[config.mk]
export PLATFORM = sky130hd
export DESIGN_NAME = prio_arbiter
export DESIGN_NICKNAME = d
export VERILOG_FILES = /design/src/rtl/prio_pkg.sv /design/src/rtl/prio_find.sv /design/src/rtl/prio_arbiter.sv
export SDC_FILE = /design/constraint.sdc
export NUM_CORES = 1
export LEC_CHECK = 0
export BUFFER_PORTS_ARGS = -buffer_cell sky130_fd_sc_hd__buf_2
export CORE_AREA = 2 2 50 52
export CTS_CLUSTER_DIAMETER = 120
export CTS_CLUSTER_SIZE = 16
export DETAILED_ROUTE_END_ITERATION = 8
export DIE_AREA = 0 0 52 54
export GPL_TIMING_DRIVEN = 0
export PLACE_DENSITY = 0.81
export SLEW_MARGIN = 5
export SYNTH_ARGS = -nofsm -noshare
export SYNTH_HDL_FRONTEND = slang
export SYNTH_SLANG_ARGS = --single-unit
[constraint.sdc]
create_clock -name clk -period 3.55 [get_ports clk]
set_input_delay 0.71 -clock clk [delete_from_list [all_inputs] [get_ports clk]]
set_output_delay 0.71 -clock clk [all_outputs]
set_load 0.02 [all_outputs]
[src/rtl/prio_pkg.sv]
`default_nettype none
// ============================================================================
// Module  : prio_pkg
// Purpose : Shared definitions for the priority arbiter. It holds the FSM
//           state encoding and a constant-evaluable clog2 helper that sizes
//           the index ports.
// Ports   : none (package)
// Revision: 1.0 - initial release
// ============================================================================
package prio_pkg;

   typedef enum logic [0:0] {
      IDLE  = 1'b0,
      GRANT = 1'b1
   } state_e;

   // Ceiling log2. It is used for elaboration-time widths only.
   function automatic int clog2(input int n);
      int r;
      r = 0;
      while ((1 << r) < n) begin
         r = r + 1;
      end
      return r;
   endfunction

endpackage
`default_nettype wire

[src/rtl/prio_find.sv]
`default_nettype none
// ============================================================================
// Module  : prio_find
// Purpose : Combinational descending search with wrap-around. The search
//           starts at index `start`, moves down toward 0, and then wraps to
//           N-1. It reports the first set bit of `req` that it meets.
// Ports   : req   [N-1:0] in  - candidate request vector
//           start [W-1:0] in  - first index examined
//           found         out - at least one bit of req is set
//           idx   [W-1:0] out - index of the first set bit in search order
// Revision: 1.0 - initial release
// ============================================================================
module prio_find
   import prio_pkg::*;
#(
   parameter int N = 16,
   localparam int W = clog2(N)
) (
   input  logic [N-1:0] req,
   input  logic [W-1:0] start,
   output logic         found,
   output logic [W-1:0] idx
);

   // The loop walks from the farthest offset to the nearest one. Each hit
   // overwrites the previous result, so the bit nearest to `start` in
   // descending order wins.
   always_comb begin
      int pos;
      found = 1'b0;
      idx   = '0;
      pos   = 0;
      for (int off = N - 1; off >= 0; off--) begin
         pos = int'(start) - off;
         if (pos < 0) begin
            pos = pos + N;
         end
         if (req[pos]) begin
            found = 1'b1;
            idx   = W'(pos);
         end
      end
   end

endmodule
`default_nettype wire

[src/rtl/prio_arbiter.sv]
`default_nettype none
// ============================================================================
// Module  : prio_arbiter
// Purpose : N-way request arbiter with registered one-hot grant. In fixed
//           mode the highest index wins. In round-robin mode the search
//           starts just below the previous grantee and wraps. A grant is
//           held until `done`. On `done` it can pass directly to the next
//           requester with no idle cycle.
// Ports   : clk                in  - rising-edge clock
//           rst_n              in  - asynchronous active-low reset
//           en                 in  - arbitration enable (low blocks new grants)
//           req       [N-1:0]  in  - request vector
//           done               in  - current grantee releases the grant
//           grant     [N-1:0]  out - registered one-hot grant
//           gnt_idx   [W-1:0]  out - registered binary index of the grant
//           gnt_valid          out - a grant is held
// Revision: 1.0 - initial release
// ============================================================================
module prio_arbiter
   import prio_pkg::*;
#(
   parameter int N       = 16,
   parameter int RR_MODE = 0,
   localparam int W      = clog2(N)
) (
   input  logic         clk,
   input  logic         rst_n,
   input  logic         en,
   input  logic [N-1:0] req,
   input  logic         done,
   output logic [N-1:0] grant,
   output logic [W-1:0] gnt_idx,
   output logic         gnt_valid
);

   state_e         state_q, state_d;
   logic [N-1:0]   grant_q, grant_d;
   logic [W-1:0]   gnt_idx_q, gnt_idx_d;
   logic           gnt_valid_q, gnt_valid_d;
   logic [W-1:0]   last_q, last_d;

   logic [W-1:0]   w_start;
   logic           w_found;
   logic [W-1:0]   w_idx;
   logic [N-1:0]   w_onehot;

   // Search origin. In round-robin mode the search starts one below the
   // previous grantee. The releasing requester is then examined last, which
   // gives it the lowest rank.
   generate
      if (RR_MODE != 0) begin : g_rr_start
         assign w_start = (last_q == '0) ? W'(N - 1) : (last_q - W'(1));
      end else begin : g_fixed_start
         assign w_start = W'(N - 1);
      end
   endgenerate

   prio_find #(
      .N     (N)
   ) u_find (
      .req   (req),
      .start (w_start),
      .found (w_found),
      .idx   (w_idx)
   );

   assign w_onehot = N'(1) << w_idx;

   always_comb begin
      state_d     = state_q;
      grant_d     = grant_q;
      gnt_idx_d   = gnt_idx_q;
      gnt_valid_d = gnt_valid_q;
      last_d      = last_q;

      case (state_q)
         IDLE: begin
            // done is ignored here; only a new request can move the FSM.
            if (en && w_found) begin
               state_d     = GRANT;
               grant_d     = w_onehot;
               gnt_idx_d   = w_idx;
               gnt_valid_d = 1'b1;
               if (RR_MODE != 0) begin
                  last_d = w_idx;
               end
            end
         end
         GRANT: begin
            // req and en are not examined until done. Outputs come straight
            // from the flops, so unknown request bits cannot reach them.
            if (done) begin
               if (en && w_found) begin
                  grant_d     = w_onehot;
                  gnt_idx_d   = w_idx;
                  gnt_valid_d = 1'b1;
                  if (RR_MODE != 0) begin
                     last_d = w_idx;
                  end
               end else begin
                  state_d     = IDLE;
                  grant_d     = '0;
                  gnt_idx_d   = '0;
                  gnt_valid_d = 1'b0;
               end
            end
         end
         default: begin
            state_d     = IDLE;
            grant_d     = '0;
            gnt_idx_d   = '0;
            gnt_valid_d = 1'b0;
         end
      endcase
   end

   always_ff @(posedge clk or negedge rst_n) begin
      if (!rst_n) begin
         state_q     <= IDLE;
         grant_q     <= '0;
         gnt_idx_q   <= '0;
         gnt_valid_q <= 1'b0;
         last_q      <= '0;
      end else begin
         state_q     <= state_d;
         grant_q     <= grant_d;
         gnt_idx_q   <= gnt_idx_d;
         gnt_valid_q <= gnt_valid_d;
         last_q      <= last_d;
      end
   end

   assign grant     = grant_q;
   assign gnt_idx   = gnt_idx_q;
   assign gnt_valid = gnt_valid_q;

endmodule
`default_nettype wire

==> qor.yml <==
detailed_routing:
  wl_per_cell_um: 15.98
  firstDrtPassIters: 4
  finalWirelength_um: 2652
  drtAntennaViolNets: 0
  drc_errors: 0
  via_per_inst: 5.958
  via_count: 989
  drtIter0Drc: 18
critical_path:
  cp_cell_sequence: "buf_2, nor4_4, nand4_2, a21boi_4, buf_6, a32o_1"
  cp_slowest_cell: "nor4_4"
  startpoint_type: "primary input"
  worst_ep_arrival_time_ps: 2120
  rr_worst_depth: 5
  crit_family: "simple AND/OR/NAND/NOR gates"
  crit_path_max_fanout: 10
  slowest_delay_ps: 420
  end_kind: "register"
  critical_path_required_ps: 3800
  path_depth: 6
  worst-setup-path-type: "primary input to register"
  path_buf_inv: 2
sta:
  finalSetupTns_ps: 0
  hold_viol: 0
  timing.final.ws_setup_ps: 1673
  rsz0062_at_grt: "false"
  period_needed_ps: 1877
  tightest_slew_ps: 515.9
  slew_viol_final: 0
  period_share_pct: 52.87
  max_freq_mhz: 532.8
  slew-limit-headroom_pct: 65.34
  skew_ps: 3.977
  setup-violations-final: 0
cts:
  cts_root_buffer: "clkbuf_4"
  cts_buffers: 3
  clk_pin_slew_ps: 130
  cts_sinks: 22
  cts_tree: "built"
  postCtsResizedCells: 0
  cts_buffer_depth: 2
  clock_latency_ps: 300
  post_cts_buffers: 0
  htreeDepth: 1
  holdBufCountCts: 0
synth:
  syn_nets: 112
  synth_top_area_share_pct: 49.16
  ys_types: 34
  synth_area_per_cell_um2: 12.17
  ys_ff_latch: 22
  yosys_warnings: 0
  yosysTopAreaCell: "dfrtp_1"
  seq_area_frac_synth_pct: 49.16
  postSynthCellCount: 92
  synthesis.area_mm2: 0.001120
  synth_area_leaders: "dfrtp_1, a32o_1, nor4_4"
power_and_ir_drop:
  p_leak_nw: 0.6749
  seq_power_share_pct: 47.6
  clkPwrFrac_pct: 34.0
  p_total_mw: 0.5628
  peakVddDrop_uv: 295.2
  internal-power_mw: 0.4128
  power_switching_mw: 0.1500
  power.density_mw_per_mm2: 399.1
  p_sw_share_pct: 26.65
  power_frac_comb_pct: 18.3
global_route:
  grt_remaining_overflow: 0
  track_usage_pct: 20.45
  grt_pass1_wl_um: 4243
  first_global_vias: 904
  grt_max_degree: 23
  antenna_found_initial: 0
die:
  start_util_pct: 48.27
  die_y_um: 54
  num_rows: 18
  core_mm2: 0.002320
  boundaryPins: 41
  die_area_mm2: 0.002808
  die_x_um: 52
placed_design:
  pre_cts_ws_ps: 1379
  routabilityCongestion: 0.8151
  hpwl_um: 1973
  io_buffer_count: 40
  numPlacedInstances: 162
job:
  cap_violations: 0
cells_and_area:
  multi_input_area_um2: 550.5
  final_common_cell: "buf_2"
  area_delta_synth_final_pct: 25.92
  regArea_um2: 550.5
  drive_gt1_share_pct: 41.18
  fillerInstances: 192
  stdcell_count: 166
  n_antenna_cell: 0
  nets: 157
  final_cell_mix: "buf_2, dfrtp_1, a32o_1"
run_status:
  status: "finished, final reports clean"
min_path:
  worstHoldPathType: "primary input to asynchronous set/reset pin"
-- cell type report --
class	instances	share of cell area [%]
flip-flops and latches	22	39.04
multi-input cells	67	39.04
repair buffers	40	14.20
well taps	30	2.662
clock inverters	1	2.130
clock buffers	3	1.597
plain buffers	1	0.7986
inverters	2	0.5324
-- worst register-to-register path, stage by stage, from the launching register on --
cell      delay, ps
dfrtp_1         370
nand2b_1         80
and2_1          230
a21boi_4        330
buf_6           190
a32o_1          140
-- state kept, by name, indices dropped and copies added (netlist names) --
name,count
grant,16
gnt_idx,4
state_q,1
gnt_valid,1
-- Yosys cell counts, drive strengths merged --
cell type  number
dfrtp          22
a32o           12
nor2            7
nor4            6
o21ai           5
nand2           4
o2bb2ai         4
a21o            3
nand2b          3
nor3            3
a21oi           2
a22o            2
inv             2
nand3           2
a21boi          1
a221o           1
a311oi          1
and2            1
and4            1
buf             1
nand3b          1
nand4           1
nor2b           1
o21a            1
o31a            1
o31ai           1
or3             1
or3b            1
or4             1
-- metal layers --
metal	vias to the layer above	share of wire (%)	global-route usage [%]	routed length, um
li1	465	-	-	-
met3	6	3.8	3.056	100
met5	-	0	0	0
met2	21	54	37.97	1439
met4	0	1.8	6.579	48
met1	497	40	24.13	1063
-- power by group through the flow --
stage,clock [mW],combinational [mW],sequential [mW]
CTS,0.192,0.104,0.269
finish,0.192,0.103,0.268
global placement,0,0.100,0.272
detailed placement,0,0.103,0.273
floorplan,0,0.0426,0.287
global route,0.204,0.113,0.270
-- cells by family after synthesis --
logic type	share of synthesized area (%)
AO/OA/AOI/OAI	27.04
AND/OR/NAND/NOR	22.12
buffers and inverters	1.676
flip-flops	49.16
-- through the flow --
step                      hold WS, ps  utilization [%]  instance area (um^2)
after CTS                       364.2            60.79                  1410
after detailed placement        473.1            58.52                  1358
after floorplan                 414.4                -                  1120
after global routing            372.7            60.79                  1410
final                           343.6            60.79                  1410
after global placement          457.6            58.52                  1358
-- final timing paths --
kind | start | endpoint | slack, ps
max | req[4] | grant[4]$_DFFE_PN0P_ | 1670
min | rst_n | state_q$_DFF_PN0_ | 340
max reg2reg | state_q$_DFF_PN0_ | grant[4]$_DFFE_PN0P_ | 2150
min reg2reg | grant[9]$_DFFE_PN0P_ | grant[9]$_DFFE_PN0P_ | 500
max in group asynchronous | rst_n | grant[9]$_DFFE_PN0P_ | 2880
min in group clk | grant[9]$_DFFE_PN0P_ | grant[9]$_DFFE_PN0P_ | 500
Note: power is estimated with default switching activity, not from simulation.
